`src/rtl/cpu_pkg.sv`:
```
// Shared definitions for the 16-bit CPU sequencer: opcodes, ALU selects,
// FSM state encoding and instruction field slices.
// Latency: n/a (package). Backpressure: n/a.
package cpu_pkg;

   localparam logic [3:0] OP_NOOP  = 4'h0;
   localparam logic [3:0] OP_STORE = 4'h1;
   localparam logic [3:0] OP_LOAD  = 4'h2;
   localparam logic [3:0] OP_ADD   = 4'h3;
   localparam logic [3:0] OP_SUB   = 4'h4;
   localparam logic [3:0] OP_HALT  = 4'h5;

   localparam logic [2:0] ALU_PASS_A = 3'd0;
   localparam logic [2:0] ALU_ADD    = 3'd1;
   localparam logic [2:0] ALU_SUB    = 3'd2;

   // Encoding order is visible on the OutState debug port.
   typedef enum logic [3:0] {
      INIT   = 4'd0,
      FETCH  = 4'd1,
      DECODE = 4'd2,
      NOOP   = 4'd3,
      LOAD_A = 4'd4,
      LOAD_B = 4'd5,
      STORE  = 4'd6,
      ADD    = 4'd7,
      SUB    = 4'd8,
      HALT   = 4'd9
   } state_t;

   function automatic logic [3:0] f_opcode(input logic [15:0] ir);
      return ir[15:12];
   endfunction

   // Ra lives in [11:8] for both STORE and ADD/SUB.
   function automatic logic [3:0] f_ra(input logic [15:0] ir);
      return ir[11:8];
   endfunction

   function automatic logic [3:0] f_rb(input logic [15:0] ir);
      return ir[7:4];
   endfunction

   function automatic logic [3:0] f_rw(input logic [15:0] ir);
      return ir[3:0];
   endfunction

   function automatic logic [7:0] f_load_addr(input logic [15:0] ir);
      return ir[11:4];
   endfunction

   function automatic logic [7:0] f_store_addr(input logic [15:0] ir);
      return ir[7:0];
   endfunction

endpackage

```
`src/rtl/pc_counter.sv`:
```
// Program counter: PC_W-bit register, synchronous increment, natural wrap.
// Latency: count updates on the rising edge after inc is sampled high.
// Backpressure: none; holds its value whenever inc is low.
//  Ports: clk, rst (async, active-high, clears to 0), inc (increment enable),
//         count (current PC).
module pc_counter #(
   parameter int PC_W = 7
) (
   input  logic            clk,
   input  logic            rst,
   input  logic            inc,
   output logic [PC_W-1:0] count
);

   // All-ones + 1 wraps to 0 by modular arithmetic.
   always_ff @(posedge clk or posedge rst) begin
      if (rst) begin
         count <= '0;
      end else if (inc) begin
         count <= count + 1'b1;
      end
   end

endmodule

```
`src/rtl/cpu_controller.sv`:
```
// Multi-cycle sequencer: fetch from sync-read ROM, decode, drive datapath controls.
// Latency: NOOP/STORE/ADD/SUB 3 cycles, LOAD 4 cycles, HALT terminal until Reset.
// Backpressure: none; ROM data is assumed valid the cycle after a FETCH.
//  Ports: Clock, Reset (async active-high); I_Data/I_Addr/I_Rd to instruction ROM;
//         D_Addr/D_Wr to data memory; RF_s, RF_W_Addr, RF_W_en, RF_Ra_Addr,
//         RF_Rb_Addr, ALU_s0 to datapath; OutState/PC_Out/IR_Out for debug.
module cpu_controller
   import cpu_pkg::*;
#(
   parameter int PC_W = 7
) (
   input  logic            Clock,
   input  logic            Reset,
   input  logic [15:0]     I_Data,
   output logic [PC_W-1:0] I_Addr,
   output logic            I_Rd,
   output logic [7:0]      D_Addr,
   output logic            D_Wr,
   output logic            RF_s,
   output logic [3:0]      RF_W_Addr,
   output logic            RF_W_en,
   output logic [3:0]      RF_Ra_Addr,
   output logic [3:0]      RF_Rb_Addr,
   output logic [2:0]      ALU_s0,
   output logic [3:0]      OutState,
   output logic [PC_W-1:0] PC_Out,
   output logic [15:0]     IR_Out
);

   state_t          state;
   state_t          next_state;
   logic [15:0]     ir;
   logic [PC_W-1:0] pc;
   logic            pc_inc;

   // PC advances on the edge that ends FETCH; HALT never reaches FETCH so PC freezes.
   assign pc_inc = (state == FETCH);

   pc_counter #(
      .PC_W (PC_W)
   ) u_pc (
      .clk   (Clock),
      .rst   (Reset),
      .inc   (pc_inc),
      .count (pc)
   );

   always_ff @(posedge Clock or posedge Reset) begin
      if (Reset) begin
         state <= INIT;
      end else begin
         state <= next_state;
      end
   end

   // ROM word is on I_Data during DECODE; capture it for the execute states.
   always_ff @(posedge Clock or posedge Reset) begin
      if (Reset) begin
         ir <= '0;
      end else if (state == DECODE) begin
         ir <= I_Data;
      end
   end

   // Next state. DECODE branches on I_Data since IR is only loaded at its end.
   always_comb begin
      next_state = state;
      unique case (state)
         INIT:   next_state = FETCH;
         FETCH:  next_state = DECODE;
         DECODE: begin
            case (f_opcode(I_Data))
               OP_STORE: next_state = STORE;
               OP_LOAD:  next_state = LOAD_A;
               OP_ADD:   next_state = ADD;
               OP_SUB:   next_state = SUB;
               OP_HALT:  next_state = HALT;
               default:  next_state = NOOP;
            endcase
         end
         LOAD_A: next_state = LOAD_B;
         NOOP, STORE, LOAD_B, ADD, SUB: next_state = FETCH;
         HALT:   next_state = HALT;
         default: next_state = INIT;
      endcase
   end

   // Moore outputs from state + IR only, so an async reset clears enables immediately.
   // Anything not used by the current state stays at 0.
   always_comb begin
      I_Rd       = 1'b0;
      D_Addr     = '0;
      D_Wr       = 1'b0;
      RF_s       = 1'b0;
      RF_W_Addr  = '0;
      RF_W_en    = 1'b0;
      RF_Ra_Addr = '0;
      RF_Rb_Addr = '0;
      ALU_s0     = ALU_PASS_A;
      unique case (state)
         FETCH: I_Rd = 1'b1;
         STORE: begin
            D_Addr     = f_store_addr(ir);
            RF_Ra_Addr = f_ra(ir);
            D_Wr       = 1'b1;
         end
         LOAD_A: begin
            // Data memory read latency: address presented, write held off one cycle.
            D_Addr    = f_load_addr(ir);
            RF_s      = 1'b1;
            RF_W_Addr = f_rw(ir);
         end
         LOAD_B: begin
            D_Addr    = f_load_addr(ir);
            RF_s      = 1'b1;
            RF_W_Addr = f_rw(ir);
            RF_W_en   = 1'b1;
         end
         ADD, SUB: begin
            RF_Ra_Addr = f_ra(ir);
            RF_Rb_Addr = f_rb(ir);
            RF_W_Addr  = f_rw(ir);
            RF_W_en    = 1'b1;
            ALU_s0     = (state == ADD) ? ALU_ADD : ALU_SUB;
         end
         default: ;
      endcase
   end

   assign I_Addr   = pc;
   assign OutState = state;
   assign PC_Out   = pc;
   assign IR_Out   = ir;

endmodule
```
`config.mk`:
```
export PLATFORM = sky130hd
export DESIGN_NAME = cpu_controller
export DESIGN_NICKNAME = d
export VERILOG_FILES = /design/src/rtl/cpu_pkg.sv /design/src/rtl/pc_counter.sv /design/src/rtl/cpu_controller.sv
export SDC_FILE = /design/constraint.sdc
export NUM_CORES = 1
export LEC_CHECK = 0
export CELL_PAD_IN_SITES_DETAIL_PLACEMENT = 1
export CELL_PAD_IN_SITES_GLOBAL_PLACEMENT = 1
export CORE_MARGIN = 2
export CORE_UTILIZATION = 31
export DETAILED_ROUTE_END_ITERATION = 10
export GPL_TIMING_DRIVEN = 0
export HOLD_SLACK_MARGIN = 0.03
export PLACE_DENSITY = 0.84
export SYNTH_ARGS = -nofsm -noshare
export SYNTH_HDL_FRONTEND = slang
export SYNTH_SLANG_ARGS = --single-unit
```
`constraint.sdc`:
```
create_clock -name Clock -period 3.1 [get_ports Clock]
set_input_delay 0.62 -clock Clock [delete_from_list [all_inputs] [get_ports Clock]]
set_output_delay 0.62 -clock Clock [all_outputs]
set_load 0.05 [all_outputs]
```
==> flow_summary.ini, run 1 <==
[clock_tree]
cts_tree = built
postCtsSetupBuffers = 0
clk_pin_slew_worst_paths_ns = 0.09
clk_latency_ns = 0.27
cts_buffers = 3
clk_path_buf_depth = 2
ctsRootBufferMaster = clkbuf_8
htree_levels = 1
clkSinkCount = 27

[floorplan]
core_area_um2 = 4660
rows = 25
fp.dieH_um = 73.2
dieWidth_um = 73.2
initial_core_util_pct = 31.9
die_area_um2 = 5360
io_pins = 79

[hold_path]
hold_end = u_pc.count[6]
worstHoldStart = u_pc.count[6]
hold_path_class = register to register
holdPathStages = 1

[detailed_routing]
vias = 1289
drt-total-wl_um = 4530
via_per_inst = 4.86
drtPass1Iterations = 4
drtIter0Drc = 51
drtAntennaViolNets = 0
wl_per_cell_um = 17.1
post-route-drc-count = 0

[logic_synthesis]
netlist_area_um2 = 1490
synth_cells = 130
syn_nets = 149
avgSynthCellArea_um2 = 11.4
ys_seq_area_share_pct = 45.5
synth_cell_types = 37
synth_warnings = 0
ys_seq_elements = 27

[worst_setup_path]
worstRegToRegCells = 4
max_stage_delay_ns = 0.80
cp.arrival_ns = 2.36
crit_path_cell_trace = buf_2 -> or4b_4 -> buf_6 -> clkinv_4 -> clkdlybuf4s50_1
path_class = register to output pin
crit_path_end_kind = output pin
cp_slowest_cell = clkdlybuf4s50_1
critPathMaxFanout = 10
reg2reg_setup_slack_ns = 1.12
crit_required_ns = 2.48
cp-start-kind = register
r2r-end = IR_Out[4]
critPathBufInv = 4
r2r_start = OutState[0]
path_delay_family = buffers and inverters

[cells_and_area]
layout-drive-gt1-share_pct = 19.4
antenna_cells = 0
area_growth_pct = 62.4
fill_cells = 513
fin_nets = 231

[pwr]
comb_power_share_pct = 67.7
p_sw_share_pct = 52.8
ir_worst_vdd_mv = 0.422
p_int_mw = 1.32
powerDensity_nw_per_um2 = 1160
p_leak_nw = 1.25
seqPwrFrac_pct = 25.1
totalPowerFinal_mw = 2.79
p_switching_mw = 1.47
pwr-share-clk_pct = 7.2

[sta]
min_period_ns = 2.98
setup_viol = 0
skew_ns = 0.00375
fin_tns_setup_ns = 0
finalCritPeriodShare_pct = 96.2
hold_viol = 0
rsz0062_at_grt = false
clock.fmax_mhz = 335
drv_slew = 0
tightestPinTransition_ns = 1.03
relSlewSlack_pct = 31.3

[global_route]
grt_overflow = 0
antenna_found_initial = 0
grt_pass1_wl_um = 6860
grt_pass1_vias = 1271
track_usage_pct = 16.7
grt_max_degree = 28

[placed_design]
place_hpwl_um = 3470
io_buffers = 77
place_congestion = 0.754

[status]
outcome = finished, final reports clean

[run]
maxCapViolations = 0
==> sequential cells by signal, summed over array words and instances (netlist names) <==
name,cells
IR_Out,16
u_pc.count,7
OutState,4
==> worst max-delay path by stage <==
stage,from,end,slack (ns),cells after the start
2_1_floorplan,OutState[2],RF_W_Addr[0],0.08,4
3_3_place_gp,OutState[1],D_Addr[6],0.25,4
3_5_place_dp,OutState[1],D_Addr[2],0.22,4
4_1_cts,OutState[3],RF_W_Addr[3],0.05,5
5_1_grt,OutState[3],D_Addr[6],0.006,6
6_report,OutState[3],I_Rd,0.12,5
==> synth_stat cells (all sizes together) <==
cell type / number / area [µm²]
a21oi: 2 / 10.0
nor3b: 2 / 20.0
conb: 1 / 3.75
nor2: 1 / 3.75
o2111ai: 1 / 8.76
nor3: 1 / 5.00
xor2: 1 / 8.76
inv: 3 / 11.3
a22o: 8 / 70.1
or3b: 1 / 8.76
nor4b: 2 / 32.5
a21boi: 4 / 30.0
buf: 15 / 114
o21bai: 1 / 7.51
or4: 1 / 7.51
ha: 1 / 12.5
nand4: 3 / 18.8
clkinv: 1 / 8.76
and2: 8 / 50.1
dfrtp: 27 / 676
xnor2: 6 / 52.6
a31o: 1 / 8.76
nand2b: 2 / 12.5
o211ai: 1 / 7.51
mux2: 16 / 180
nand3b: 1 / 7.51
o41ai: 1 / 8.76
and3: 4 / 25.0
o21ai: 3 / 15.0
a21o: 1 / 7.51
nor2b: 2 / 12.5
or4b: 1 / 13.8
nand2: 7 / 26.3
==> power by group through the flow <==
stage | combinational (mW) | clock, mW | sequential [mW]
2_1_floorplan | 0.753 | 0 | 1.22
3_3_place_gp | 1.87 | 0 | 0.696
3_5_place_dp | 1.91 | 0 | 0.709
4_1_cts | 1.91 | 0.208 | 0.700
5_1_grt | 1.98 | 0.221 | 0.722
6_report | 1.89 | 0.200 | 0.700
==> cell usage in the layout (no fill, tap or decap), types with 2 or more instances in the layout <==
| master | instances |
|---|---|
| buf_4 | 8 |
| dlygate4sd2_1 | 8 |
| buf_2 | 4 |
| dfrtp_1 | 27 |
| mux2_2 | 16 |
| nor2b_1 | 2 |
| inv_1 | 3 |
| a21boi_0 | 4 |
| and3_1 | 4 |
| clkdlybuf4s50_1 | 56 |
| o21ai_0 | 3 |
| a21oi_1 | 2 |
| dlymetal6s2s_1 | 13 |
| nand4_1 | 3 |
| a22o_1 | 8 |
| buf_6 | 3 |
| nand2_1 | 7 |
| xnor2_1 | 6 |
| clkbuf_8 | 3 |
| and2_1 | 8 |
| nand2b_1 | 2 |
| nor4b_4 | 2 |
==> stage by stage <==
| stage | setup slack [ns] | instance area (µm²) | hold WS [ns] | instances | utilization [%] |
|---|---|---|---|---|---|
| detailed placement | 0.223 | 2340 | 0.499 | 261 | 50.2 |
| global route | 0.00648 | 2410 | 0.532 | 265 | 51.8 |
| CTS | 0.0488 | 2380 | 0.514 | 265 | 51.1 |
| floorplan | 0.0751 | 1500 | 0.673 | 130 | - |
| global placement | 0.252 | 2340 | 0.490 | 261 | 50.2 |
| finish | 0.119 | 2410 | 0.508 | 265 | 51.8 |
==> cell families after synthesis <==
| logic type | count (synthesis) | synth area share (%) |
|---|---|---|
| compound gates | 23 | 11.7 |
| xor+xnor | 7 | 4.13 |
| fa+ha+maj | 1 | 0.842 |
| buf+inv | 19 | 9.01 |
| flops | 27 | 45.5 |
| mux | 16 | 12.1 |
| other cells | 1 | 0.252 |
| simple gates | 36 | 16.4 |
==> final cells by class <==
| type | count | area (µm²) | share of cell area [%] |
|---|---|---|---|
| repair buffers | 77 | 793 | 32.9 |
| clock buffers | 4 | 45.0 | 1.87 |
| multi-input cells | 84 | 697 | 28.9 |
| flip-flops and latches | 27 | 676 | 28.0 |
| inverters | 4 | 20.0 | 0.830 |
| well taps | 54 | 67.6 | 2.80 |
| plain buffers | 15 | 114 | 4.72 |
==> layer usage <==
layer	track usage (%)	part of all wire [%]	vias up
met1	23.3	43	650
met3	1.52	1.7	5
met2	28.2	54	18
met4	3.09	0.93	0
met5	0	0	-
li1	-	-	616
==> what timing repair did <==
action | in CTS | in global routing
endpoints found under the setup margin | 8 | 13
hold buffers | 0 | 0
resized for setup | 9 | 13
Power figures use the tool's default switching activity.
==> run 2: changes to the inputs <==
Settings changed: CAP_MARGIN set to 20, SLEW_MARGIN set to 20.
==> run 2 against run 1 <==
Highest routed layer unchanged. Combinational power barely moved. Final cell count did not move. Via count did not move.
==> flow_summary.ini, run 2 (synthesized netlist as in run 1, its figures left out) <==
[sta]
hold_viol = 0
finalCritPeriodShare_pct = 96.2
finalWorstSetupSlack_ns = 0.119
drv_slew = 0
rsz0062_at_grt = false
finalHoldWorstSlack_ns = 0.508
clock.fmax_mhz = 335
setup_viol = 0
fin_tns_setup_ns = 0
skew_ns = 0.00375
relSlewSlack_pct = 35.0
tightestPinTransition_ns = 0.970
min_period_ns = 2.98

[pwr]
powerDensity_nw_per_um2 = 1160
p_leak_nw = 1.25
ir_worst_vdd_mv = 0.422
p_switching_mw = 1.47
p_int_mw = 1.32
seqPwrFrac_pct = 25.1
comb_power_share_pct = 67.7
totalPowerFinal_mw = 2.79
p_sw_share_pct = 52.8
pwr-share-clk_pct = 7.2

[cells_and_area]
fin_area_um2 = 2410
fin_cells = 265
layout_commonest_cell = clkdlybuf4s50_1
final_cell_mix = 56 x clkdlybuf4s50_1, 27 x dfrtp_1, 16 x mux2_2
largest_reg_flops = 16
antenna_cells = 0
fill_cells = 513
fin_nets = 231
fin_util_pct = 51.8
area_growth_pct = 62.4
layout-drive-gt1-share_pct = 19.4

[detailed_routing]
drtIter0Drc = 51
drt-total-wl_um = 4530
vias = 1289
via_per_inst = 4.86
post-route-drc-count = 0
drtPass1Iterations = 4
wl_per_cell_um = 17.1
drtAntennaViolNets = 0

[clock_tree]
clkSinkCount = 27
cts_buffers = 3
ctsRootBufferMaster = clkbuf_8
cts_tree = built
htree_levels = 1
clk_latency_ns = 0.27
clk_pin_slew_worst_paths_ns = 0.09
postCtsSetupBuffers = 0
clk_path_buf_depth = 2

[worst_setup_path]
worstRegToRegCells = 4
cp-start-kind = register
r2r-end = IR_Out[4]
reg2reg_setup_slack_ns = 1.12
path_class = register to output pin
r2r_start = OutState[0]
cp.arrival_ns = 2.36
crit_required_ns = 2.48
crit_path_end_kind = output pin
critPathMaxFanout = 10

[placed_design]
io_buffers = 77
place_hpwl_um = 3470
placed_cells = 261
dpl-instance-area_um2 = 2340
place_congestion = 0.754
place_ws_ns = 0.223

[hold_path]
worstHoldStart = u_pc.count[6]
hold_path_class = register to register
holdPathStages = 1
hold_end = u_pc.count[6]

[floorplan]
io_pins = 79
rows = 25
initial_core_util_pct = 31.9
die_area_um2 = 5360
core_area_um2 = 4660
fp.dieH_um = 73.2
dieWidth_um = 73.2

[global_route]
grt_pass1_vias = 1271
grt_max_degree = 28
track_usage_pct = 16.7
grt_overflow = 0
grt_pass1_wl_um = 6860
antenna_found_initial = 0

[run]
maxCapViolations = 0

[status]
outcome = finished, final reports clean
run 2: cell count changes in the layout (fill, tap and decap cells not counted):
cell,change
clkinv_1,+1
inv_1,-1
run 2: how the worst max path moves through the flow:
stage,startpoint,end,slack (ns),depth (start not counted)
detailed placement,OutState[1],D_Addr[2],0.22,4
global route,OutState[3],D_Addr[6],0.006,6
finish,OutState[3],I_Rd,0.12,5
CTS,OutState[3],RF_W_Addr[3],0.05,5
floorplan,OutState[2],RF_W_Addr[0],0.08,4
global placement,OutState[1],D_Addr[6],0.25,4
run 2: timing repair:
action	4_1_cts	5_1_grt
setup endpoints to repair	8	13
gates resized for setup	9	13
hold buffers	0	0
pin swaps	0	0
run 2: final cells by class:
class                           instances  area [µm²]  area share [%]
Tap cell                               54        67.6            2.80
Timing Repair Buffer                   77         793            32.9
Inverter                                4        20.0           0.830
Clock buffer                            4        45.0            1.87
Multi-Input combinational cell         84         697            28.9
Buffer                                 15         114            4.72
Sequential cell                        27         676            28.0
run 2: critical path, cell delays in order (launching register included):
cell and delay [ns]:
dfrtp_1 0.38, buf_2 0.19, or4b_4 0.50, buf_6 0.15
clkinv_4 0.06, clkdlybuf4s50_1 0.80
run 2: power groups by stage:
| stage | clock, mW | sequential (mW) | combinational [mW] |
|---|---|---|---|
| 2_1_floorplan | 0 | 1.22 | 0.753 |
| 3_3_place_gp | 0 | 0.696 | 1.87 |
| 3_5_place_dp | 0 | 0.709 | 1.91 |
| 4_1_cts | 0.208 | 0.700 | 1.91 |
| 5_1_grt | 0.221 | 0.722 | 1.98 |
| 6_report | 0.200 | 0.700 | 1.89 |
run 2: layer usage:
layer / GRT usage, % / vias to the layer above / share of wire, %
li1: - / 616 / -
met1: 23.3 / 650 / 43
met2: 28.2 / 18 / 54
met3: 1.52 / 5 / 1.7
met4: 3.09 / 0 / 0.93
met5: 0 / - / 0
==> run 3: changes to the inputs <==
Settings changed: CORE_UTILIZATION 31 to 32, CTS_BUF_LIST set to sky130_fd_sc_hd__clkbuf_4, PLACE_DENSITY 0.84 to 0.87, SYNTH_HIERARCHICAL set to 1.
==> run 3 against run 2 <==
Clock-buffer cell count down 1. Via count up 0.23%. Final area down 3.5%. Highest routed layer unchanged. Critical path depth unchanged. Sequential cell count unchanged. Total power down 2.3%. Sequential share of layout area up 1.0 points. Hold slack better by 0.015 ns. Clock power down 22%. Non-clock buffer count unchanged. Fmax up 1.7%. Largest cell class unchanged. Utilization up 1.3 points.
==> flow_summary.ini, run 3 <==
[logic_synthesis]
ys.flop_type = dfrtp_1
ys_seq_elements = 27
synth_area_leaders = dfrtp_1 46%, mux2_2 13%, a22o_1 4.8%, buf_4 4.1%, and2_1 3.4%
async_flop_share_pct = 100
syn_nets = 148
ys_seq_area_share_pct = 46.1
synthSimpleGateAreaFrac_pct = 15.5
netlist_area_um2 = 1470
synthTopCellsByCount = 27 x dfrtp_1, 17 x mux2_2, 8 x a22o_1, 8 x and2_1, 8 x buf_4
synthXorXnorAreaFrac_pct = 4.18
synthAdderAreaFrac_pct = 0.854
avgSynthCellArea_um2 = 11.4
synth_cell_types = 37
synth-edff-count = 0
synth_mux_area_share_pct = 13.1
yosysTopAreaCellShare_pct = 46.1
yosysTopAreaCell = dfrtp_1
synth_warnings = 6
post-synth-top-count-cell = dfrtp_1
synth_compound_area_share_pct = 11.5
synth_cells = 129
synth_top_family_by_area = simple AND/OR/NAND/NOR gates

[detailed_routing]
drtIter0Drc = 64
drtPass1Iterations = 2
vias = 1292
via_per_inst = 4.91
drtAntennaViolNets = 0
drt-total-wl_um = 4520
post-route-drc-count = 0
wl_per_cell_um = 17.2

[global_route]
grt_pass1_vias = 1399
grt_pass1_wl_um = 7190
track_usage_pct = 18.1
grt_overflow = 0
grt_max_degree = 21
antenna_found_initial = 0

[sta]
drv_slew = 0
hold_viol = 0
finalCritPeriodShare_pct = 94.6
relSlewSlack_pct = 46.3
skew_ns = 0.00674
clock.fmax_mhz = 341
tightestPinTransition_ns = 0.804
min_period_ns = 2.93
setup_viol = 0
fin_tns_setup_ns = 0
rsz0062_at_grt = false

[pwr]
p_switching_mw = 1.48
comb_power_share_pct = 68.2
pwr-share-clk_pct = 5.8
p_leak_nw = 1.10
ir_worst_vdd_mv = 0.737
p_int_mw = 1.24
seqPwrFrac_pct = 26.0
powerDensity_nw_per_um2 = 1170
p_sw_share_pct = 54.3

[cells_and_area]
fin_nets = 231
fill_cells = 488
layout_commonest_cell = clkdlybuf4s50_1
largest_reg_flops = 16
layout-drive-gt1-share_pct = 22.3
final_cell_mix = 52 x clkdlybuf4s50_1, 27 x dfrtp_1, 17 x mux2_2
area_growth_pct = 58.8
fin_util_pct = 53.1
fin_area_um2 = 2330
antenna_cells = 0

[hold_path]
hold_path_class = primary input to async pin

[placed_design]
place_congestion = 0.776
io_buffers = 77
dpl-instance-area_um2 = 2310
place_hpwl_um = 3460

[worst_setup_path]
crit_path_end_kind = output pin
cp-start-kind = register
crit_required_ns = 2.48
path_class = register to output pin
critPathMaxFanout = 10
cp.arrival_ns = 2.31

[clock_tree]
ctsRootBufferMaster = clkbuf_4
cts_tree = built
cts_buffers = 3
clkSinkCount = 27
clk_path_buf_depth = 2
clk_latency_ns = 0.33
clk_pin_slew_worst_paths_ns = 0.15
ctsHoldBuffers = 0
htree_levels = 1

[status]
outcome = finished, final reports clean

[run]
maxCapViolations = 0

[floorplan]
fp.dieH_um = 71.7
core_area_um2 = 4380
die_area_um2 = 5140
rows = 24
initial_core_util_pct = 33.4
io_pins = 79
dieWidth_um = 71.7
## run 3: metal layers
metal | share of wire (%) | GRT usage (%)
met5 | 0 | 0
met4 | 3.8 | 8.81
met3 | 3.3 | 2.67
met2 | 50 | 30.5
met1 | 43 | 22.7
## run 3: what timing repair did
action,4_1_cts,5_1_grt
resized for setup,25,19
hold endpoints to repair,0,0
endpoints found under the setup margin,23,20
pin swaps,0,1
cloned,0,0
setup buffers,0,1
## run 3: cells by family (layout without fill, tap and decap cells)
family                   Yosys count  count (layout)
adder cells (fa/ha/maj)            1               1
buffers and inverters             20             102
flip-flops                        27              27
other                              1               1
multiplexers                      17              17
AO/OA/AOI/OAI                     23              23
XOR/XNOR                           7               7
AND/OR/NAND/NOR                   33              33
## run 3: worst max-delay path, cell delays in order (launching register included)
cell and delay [ns]:
dfrtp_1 0.45, clkbuf_1 0.28, nor4b_4 0.42, a31o_2 0.19, and2_1 0.13, clkdlybuf4s15_1 0.51
## run 3: metrics by stage
stage	std cells	worst slack (ns)	hold slack [ns]	total power [mW]
2_1_floorplan	129	0.0813	0.423	1.96
3_3_place_gp	258	0.139	0.496	2.56
3_5_place_dp	258	0.0655	0.502	2.59
4_1_cts	262	0.00844	0.520	2.74
5_1_grt	263	0.00208	0.530	2.85
6_report	263	0.167	0.523	2.72
## run 3: final cells by class
cell class                      count  area (µm²)  share of cell area [%]
Timing Repair Buffer               78         752                    32.3
Sequential cell                    27         676                    29.0
Clock inverter                      1        5.00                   0.215
Inverter                            6        22.5                   0.968
Buffer                             14         101                    4.35
Tap cell                           52        65.1                    2.80
Multi-Input combinational cell     82         683                    29.4
Clock buffer                        3        22.5                   0.968
## run 3: final timing paths
check / slack (ns) / from / to / cells past startpoint
min in group Clock: 0.53 / IR_Out[13] / IR_Out[13] / 1
worst min register to register: 0.53 / IR_Out[13] / IR_Out[13] / 1
worst min-delay path: 0.52 / Reset / u_pc/count[6] / 2
worst max-delay path: 0.17 / OutState[1] / RF_Rb_Addr[2] / 5
max in group asynchronous: 1.85 / Reset / OutState[3] / 2
worst max register to register: 0.89 / OutState[1] / u_pc/count[5] / 6
## run 3: power groups by stage
stage	Sequential, mW	Clock [mW]	Combinational [mW]
finish	0.709	0.157	1.86
global route	0.741	0.179	1.93
CTS	0.710	0.165	1.87
detailed placement	0.717	0	1.88
global placement	0.708	0	1.85
floorplan	1.24	0	0.719
